==> src/rtl/data_receiver.sv <==
// Serial frame receiver: synchronizes the transmitter's frame/clock/data lines,
// shifts in WIDTH bits MSB first and validates frame length, with an idle timeout.
module data_receiver #(
  parameter int WIDTH   = 64,
  parameter int TIMEOUT = 1000000
) (
  input  logic             clk,
  input  logic             rst_n,
  input  logic             transmission,
  input  logic             serial_clk,
  input  logic             serial_data,
  output logic [WIDTH-1:0] data,
  output logic             valid,
  output logic             frame_error,
  output logic             busy,
  output logic [7:0]       error_count,
  output logic [15:0]      frame_count
);
  localparam int BCW = $clog2(WIDTH + 2);
  localparam int TW  = $clog2(TIMEOUT + 1);

  typedef enum logic {IDLE, RECV} state_t;
  state_t r_state, w_state_nxt;

  logic r_tx_meta, r_tx_sync, r_tx_dly;
  logic r_sck_meta, r_sck_sync, r_sck_dly;
  logic r_sd_meta, r_sd_sync;
  logic [2:0] r_warm;
  logic [WIDTH-1:0] r_shift, r_data;
  logic [BCW-1:0] r_bc;
  logic [TW-1:0]  r_tmo;
  logic r_valid, r_ferr, r_busy;
  logic [7:0]  r_error_count;
  logic [15:0] r_frame_count;

  logic w_tx_rise, w_tx_fall, w_sck_rise, w_start, w_good, w_bad;
  logic [BCW-1:0]   w_bc_upd;
  logic [WIDTH-1:0] w_shift_upd;

  always_ff @(posedge clk or negedge rst_n) begin
    if (!rst_n) begin
      {r_tx_meta, r_tx_sync, r_tx_dly}    <= '0;
      {r_sck_meta, r_sck_sync, r_sck_dly} <= '0;
      {r_sd_meta, r_sd_sync}              <= '0;
      r_warm                              <= '0;
    end else begin
      {r_tx_meta, r_tx_sync, r_tx_dly}    <= {transmission, r_tx_meta, r_tx_sync};
      {r_sck_meta, r_sck_sync, r_sck_dly} <= {serial_clk, r_sck_meta, r_sck_sync};
      {r_sd_meta, r_sd_sync}              <= {serial_data, r_sd_meta};
      r_warm                              <= {r_warm[1:0], 1'b1};
    end
  end

  // Edges are masked until the delayed copies hold real samples, so a line
  // already high when reset lifts is not mistaken for a fresh rise.
  assign w_tx_rise  = r_warm[2] &  r_tx_sync  & ~r_tx_dly;
  assign w_tx_fall  = r_warm[2] & ~r_tx_sync  &  r_tx_dly;
  assign w_sck_rise = r_warm[2] &  r_sck_sync & ~r_sck_dly;

  // Bit accepted in the same cycle as the frame end counts toward the length check.
  always_comb begin
    w_bc_upd    = r_bc;
    w_shift_upd = r_shift;
    if (w_sck_rise) begin
      if (r_bc < BCW'(WIDTH)) w_shift_upd = {r_shift[WIDTH-2:0], r_sd_sync};
      if (r_bc != BCW'(WIDTH + 1)) w_bc_upd = r_bc + BCW'(1);
    end
  end

  always_ff @(posedge clk or negedge rst_n) begin
    if (!rst_n) r_state <= IDLE;
    else        r_state <= w_state_nxt;
  end

  always_comb begin
    w_state_nxt = r_state;
    w_start     = 1'b0;
    w_good      = 1'b0;
    w_bad       = 1'b0;
    case (r_state)
      IDLE: if (w_tx_rise) begin
        w_state_nxt = RECV;
        w_start     = 1'b1;
      end
      RECV: if (w_tx_fall) begin
        w_state_nxt = IDLE;
        if (w_bc_upd == BCW'(WIDTH)) w_good = 1'b1;
        else                         w_bad  = 1'b1;
      end else if (!w_sck_rise && r_tmo == TW'(TIMEOUT - 1)) begin
        w_state_nxt = IDLE;
        w_bad       = 1'b1;
      end
      default: w_state_nxt = IDLE;
    endcase
  end

  always_ff @(posedge clk or negedge rst_n) begin
    if (!rst_n) begin
      r_shift       <= '0;
      r_bc          <= '0;
      r_tmo         <= '0;
      r_data        <= '0;
      r_valid       <= 1'b0;
      r_ferr        <= 1'b0;
      r_busy        <= 1'b0;
      r_error_count <= '0;
      r_frame_count <= '0;
    end else begin
      r_valid <= w_good;
      r_ferr  <= w_bad;
      r_busy  <= (w_state_nxt == RECV);
      if (w_start) begin
        r_shift <= '0;
        r_bc    <= '0;
        r_tmo   <= '0;
      end else if (r_state == RECV) begin
        r_shift <= w_shift_upd;
        r_bc    <= w_bc_upd;
        r_tmo   <= w_sck_rise ? '0 : r_tmo + TW'(1);
      end
      if (w_good) begin
        r_data        <= w_shift_upd;
        r_frame_count <= r_frame_count + 16'd1;
      end
      if (w_bad && r_error_count != 8'hFF) r_error_count <= r_error_count + 8'd1;
    end
  end

  assign data        = r_data;
  assign valid       = r_valid;
  assign frame_error = r_ferr;
  assign busy        = r_busy;
  assign error_count = r_error_count;
  assign frame_count = r_frame_count;
endmodule

==> config.mk <==
export PLATFORM = sky130hd
export DESIGN_NAME = data_receiver
export DESIGN_NICKNAME = d
export VERILOG_FILES = /design/src/rtl/data_receiver.sv
export SDC_FILE = /design/constraint.sdc
export NUM_CORES = 1
export LEC_CHECK = 0
export ABC_AREA = 1
export CAP_MARGIN = 30
export CORE_MARGIN = 4
export CORE_UTILIZATION = 57
export CTS_CLUSTER_SIZE = 14
export DETAILED_ROUTE_END_ITERATION = 7
export PLACE_DENSITY = 0.8
export SYNTH_ARGS = -nofsm -noshare
export SYNTH_HDL_FRONTEND = slang
export SYNTH_SLANG_ARGS = --single-unit
==> constraint.sdc <==
create_clock -name clk -period 2.5 [get_ports clk]
set_clock_uncertainty 0.1 [all_clocks]
set_input_delay 0.5 -clock clk [delete_from_list [all_inputs] [get_ports clk]]
set_output_delay 0.5 -clock clk [all_outputs]
set_load 0.02 [all_outputs]
==> flow_summary.json, run 1 <==
{
  "drtIter0Drc": 647,
  "syn-cell-area_mm2": 0.00922,
  "timing.final.ws_setup_ns": 0.217,
  "cp_max_fo": 28,
  "hold_path.class": "flop to flop",
  "hold_slack_ns": 0.251,
  "nNetsFinal": 1173,
  "track_usage_pct": 22.0,
  "synth_commonest_cells": "nand2_1 (272), dfrtp_1 (193), inv_1 (168)",
  "antenna_found_initial": 0,
  "synth.top_cell.area_share_pct": 52.4,
  "maxCapViolations": 0,
  "drive_gt1_share_pct": 11.1,
  "startpoint_type": "flop",
  "clkTransAtPathRegs_ns": 0.06,
  "die_width_um": 135,
  "synth_edf_count": 0,
  "cts_buffer_depth": 2,
  "syn-num-nets": 1084,
  "root_buffer": "clkbuf_16",
  "area_growth_pct": 19.6,
  "slew_headroom_pct": 52.4,
  "antenna_cells": 0,
  "min_to": "r_warm[2]",
  "power_density_mw_per_mm2": 629,
  "std_cell_rows": 46,
  "ant_nets": 0,
  "arrival_ns": 2.50,
  "regToRegSetupSlack_ns": 0.22,
  "initial_core_util_pct": 58.0,
  "finalSetupViolations": 0,
  "finalHoldViolCount": 0,
  "grt_pass1_wl_um": 32800,
  "crit_type": "flop to flop",
  "drcViolationCount": 0,
  "finish.utilization_pct": 69.4,
  "fmax_mhz": 438,
  "avgSynthCellArea_um2": 8.58,
  "io_buffers": 95,
  "synth_cells": 1074,
  "rr_startpoint": "r_warm[2]",
  "cts_buffers": 17,
  "startpoint": "r_warm[2]",
  "ys_types": 34,
  "ys_warn_count": 0,
  "holdPathStages": 0,
  "period_share_pct": 91.3,
  "die_area_mm2": 0.0183,
  "grt_max_degree": 80,
  "endpoint_kind": "flop",
  "yosysSeqAreaShare_pct": 52.4,
  "wl_per_cell_um": 14.0,
  "ys_ff_latch": 193,
  "viasPerCell": 5.33,
  "yosys.area.top_type": "dfrtp_1",
  "preCtsSetupSlack_ns": 0.162,
  "overflow": 0,
  "die_y_um": 135,
  "fill_cells": 1207,
  "synthFlopType": "dfrtp_1",
  "maxSlewViolCount": 0,
  "finalSetupTns_ns": 0,
  "synth_async_sr_flop_share_pct": 100,
  "hp-start": "r_warm[1]",
  "globalplace.congestion": 0.884,
  "tightestPinTransition_ns": 0.714,
  "via_count": 7405,
  "yosysMostFrequentCell": "nand2_1",
  "ir_worst_vdd_v": 0.000522,
  "rsz0062_at_grt": "false",
  "h-tree-depth": 4,
  "netlist_top_cells_area": "dfrtp_1 (52%), nand2_1 (11%), inv_1 (6.8%)",
  "numClockSinks": 193,
  "cp.required_ns": 2.72,
  "wl_um": 19500,
  "rr_endpoint": "data[27]",
  "top_level_ports": 96,
  "min_period_ns": 2.28,
  "hpwl_um": 12900,
  "core-area_mm2": 0.0159,
  "grt_pass1_vias": 6821,
  "clock_latency_ns": 0.42,
  "status": "finished clean",
  "r2r_cells": 11,
  "cts_tree": "done",
  "first_pass_iters": 5,
  "power_leakage_nw": 4.75
}
## worst max-delay path by stage
stage	slack, ns	depth (start not counted)	to
2_1_floorplan	0.53	13	data[46]
3_3_place_gp	0.21	13	data[22]
3_5_place_dp	0.16	13	data[27]
4_1_cts	0.14	13	data[27]
5_1_grt	0.02	12	data[27]
6_report	0.22	11	data[27]
## layer usage
layer | wire length (um) | vias up | global-route usage (%)
met1 | 8910 | 3598 | 30.5
met2 | 9660 | 141 | 35.9
met4 | 226 | 0 | 6.38
li1 | - | 3645 | -
met5 | 0 | - | 0
met3 | 651 | 21 | 3.71
## where the power goes
group / total [mW] / switching (mW) / internal (mW)
combinational: 0.987 / 0.669 / 0.318
clock: 2.59 / 1.10 / 1.49
sequential: 3.37 / 0.120 / 3.25
## cell usage in the layout (no fill, tap or decap), drive strengths merged
master,instances
nand3,42
buf,27
nand3b,1
inv,170
a21oi,10
nor3b,1
xnor2,9
dlygate4sd3,1
nand4,27
xor2,15
bufinv,1
a22o,1
ha,5
clkinv,3
o32ai,1
o22ai,69
clkbuf,26
nor2,44
nand2,274
a31oi,2
or2,1
nor3,10
clkinvlp,1
o21ai,144
dfrtp,193
conb,1
clkdlybuf4s50,94
## worst max-delay path, stage by stage (launching register included)
cell	delay [ns]
dfrtp_1	0.41
nand2_1	0.11
nor2_4	0.29
nand3_1	0.15
nand2_1	0.16
nand2_2	0.08
nor2_4	0.14
nand4_4	0.19
buf_12	0.21
buf_12	0.16
nand2_1	0.09
o21ai_2	0.05
## metrics by stage
stage | cell area (um2) | power [mW] | instances
2_1_floorplan | 9220 | 4.04 | 1074
3_3_place_gp | 10400 | 4.37 | 1356
3_5_place_dp | 10400 | 4.40 | 1356
4_1_cts | 11000 | 6.97 | 1386
5_1_grt | 11000 | 7.25 | 1389
6_report | 11000 | 6.94 | 1389
## cell families (layout without fill, tap and decap cells)
group	Yosys count	in the layout	synth area share, %
AO/OA/AOI/OAI	227	227	15.8
XOR/XNOR	24	24	2.28
adder cells (fa/ha/maj)	5	5	0.679
buffers and inverters	224	323	10.4
flip-flops	193	193	52.4
other	1	1	0.0407
AND/OR/NAND/NOR	400	400	18.4
## repair_timing
item                                    CTS  global route
hold buffers                              1             0
buffers inserted                          0             3
endpoints found under the setup margin    0            39
gates resized for setup                   0             1
hold endpoints to repair                 50             0
## area by class of cell
cell class	instances	area, um2	area share [%]
well taps	216	270	2.45
flip-flops and latches	193	4830	43.8
clock inverters	4	51.3	0.465
multi-input cells	657	3450	31.3
repair buffers	123	1280	11.6
clock buffers	25	505	4.58
inverters	171	642	5.82
## sequential cells by signal, summed over array words and instances (netlist names), 3 cells and up
| signal | cells |
|---|---|
| data | 64 |
| r_shift | 64 |
| r_tmo | 20 |
| frame_count | 16 |
| error_count | 8 |
| r_bc | 7 |
| r_warm | 3 |
Note: power is estimated with default switching activity, not from simulation.
==> run 2: changes to the inputs <==
CAP_MARGIN = 10   (was 30)
CORE_UTILIZATION = 61   (was 57)
PLACE_DENSITY = 0.85   (was 0.8)
clock period = 2.85 ns   (was 2.5 ns; I/O delays follow)
==> flow_summary.json, run 2 (synthesis results as in run 1) <==
{
  "hpwl_um": 12500,
  "arrival_ns": 2.84,
  "internal-power_mw": 4.65,
  "preCtsSetupSlack_ns": 0.287,
  "clkPwrFrac_pct": 40.4,
  "initial_core_util_pct": 62.9,
  "maxCapViolations": 0,
  "cts_resized": 0,
  "timing.final.ws_setup_ns": 0.223,
  "clkTransAtPathRegs_ns": 0.07,
  "ir_worst_vdd_v": 0.000444,
  "wl_per_cell_um": 14.7,
  "drcViolationCount": 0,
  "die_area_mm2": 0.0171,
  "via_count": 7442,
  "cts_buffers": 17,
  "hold_path.class": "input port to asynchronous set/reset pin",
  "drive_gt1_share_pct": 10.7,
  "top_level_ports": 96,
  "crit_path_cell_trace": "ha_1 -> inv_1 -> nor2_1 -> nand3_1 -> nand2_1 -> nand2_1 -> nand2_1 -> nor2_2 -> nand4_4 -> buf_4 -> nand2_1 -> o21ai_2",
  "tightestPinTransition_ns": 0.697,
  "cp.required_ns": 3.06,
  "min_period_ns": 2.63,
  "std_cell_rows": 44,
  "drtIter0Drc": 773,
  "finalSetupTns_ns": 0,
  "startpoint_type": "flop",
  "power_density_mw_per_mm2": 583,
  "overflow": 0,
  "r2r_cells": 12,
  "rsz0062_at_grt": "false",
  "wl_um": 19900,
  "h-tree-depth": 4,
  "crit_type": "flop to flop",
  "critPathCapture": "data[44]",
  "viasPerCell": 5.52,
  "hold_buffers": 0,
  "fill_cells": 981,
  "finalSetupViolations": 0,
  "finish.utilization_pct": 74.6,
  "grt_pass1_wl_um": 33600,
  "root_buffer": "clkbuf_16",
  "violations": "negative hold slack",
  "numClockSinks": 193,
  "power.switching_mw": 1.71,
  "hold_slack_ns": -0.00112,
  "globalplace.congestion": 0.915,
  "period_share_pct": 92.2,
  "startpoint": "r_bc[0]",
  "antenna_cells": 0,
  "slew_headroom_pct": 53.6,
  "regToRegSetupSlack_ns": 0.22,
  "switching_share_pct": 26.9,
  "final_common_cell": "nand2_1",
  "ant_nets": 0,
  "clock_latency_ns": 0.43,
  "rr_startpoint": "r_bc[0]",
  "maxSlewViolCount": 0,
  "fmax_mhz": 381,
  "power_leakage_nw": 4.71,
  "nNetsFinal": 1162,
  "cts_buffer_depth": 2,
  "crit_top_cell": "nand2_1",
  "first_pass_iters": 5,
  "grt_pass1_vias": 7144,
  "endpoint_kind": "flop",
  "track_usage_pct": 24.3,
  "cts_tree": "done",
  "die_width_um": 131,
  "finalHoldViolCount": 1,
  "final_cell_mix": "nand2_1 (271), dfrtp_1 (193), inv_1 (167)",
  "rr_endpoint": "data[44]",
  "postCtsSetupRepairBufs": 0,
  "io_buffers": 95,
  "p_comb_share_pct": 13.1,
  "grt_max_degree": 88,
  "max_stage_delay_ns": 0.44,
  "pwr-share-seq_pct": 46.5,
  "cp_max_fo": 38,
  "core-area_mm2": 0.0146,
  "slowest_stage": "dfrtp_1",
  "antenna_found_initial": 0,
  "area_growth_pct": 18.5,
  "die_y_um": 131,
  "status": "complete, but fails checks"
}
-- run 2: cell types whose count changed in the layout (fill, tap and decap cells not counted), sizes merged --
cell,before,now
clkinvlp,1,2
clkinv,3,5
dlygate4sd3,1,0
buf,27,17
inv,170,172
clkbuf,26,21
bufinv,1,4
-- run 2: layout make-up --
type                       count  area [um2]  share of cell area, %
tap                          184         230                   2.11
timing repair buffer         112        1130                   10.4
clock buffer                  20         467                   4.27
clock inverter                12         176                   1.62
multi-input combinational    657        3440                   31.5
inverter                     171         642                   5.88
sequential                   193        4830                   44.2
-- run 2: critical path: cells and delay by family, from the launching register on --
kind            cells  cell delay (ns)
simple gates        8             1.20
compound gates      1             0.07
buf+inv             2             0.47
fa+ha+maj           1             0.22
flops               1             0.44
-- run 2: per-stage QoR --
stage / cells / hold slack, ns / power, mW / cell area (um2)
after floorplan: 1074 / 0.174 / 3.54 / 9220
after global placement: 1317 / 0.232 / 3.82 / 10300
after detailed placement: 1317 / 0.235 / 3.83 / 10300
after CTS: 1349 / 0.0222 / 6.39 / 10900
after global routing: 1349 / 0.0384 / 6.63 / 10900
final: 1349 / -0.00112 / 6.37 / 10900
-- run 2: worst min path at each step --
stage | from | end
after floorplan | rst_n | busy
after global placement | r_sd_meta | r_sd_sync
after detailed placement | r_sd_meta | r_sd_sync
after CTS | rst_n | data[43]
after global routing | rst_n | data[41]
final | rst_n | data[43]
-- run 2: layer usage --
metal  GRT usage (%)  vias to the layer above  part of all wire [%]
met5               0                        -                     0
met4            8.53                        0                   1.6
met3            4.47                       25                   4.3
met2            40.0                      196                    50
met1            32.6                     3603                    44
li1                -                     3618                     -
-- run 2: power groups by stage --
stage	Combinational [mW]	Clock (mW)	Sequential, mW
after global routing	0.944	2.71	2.98
after floorplan	0.543	0	3.00
after CTS	0.835	2.60	2.96
after global placement	0.816	0	3.01
final	0.833	2.57	2.96
after detailed placement	0.825	0	3.01
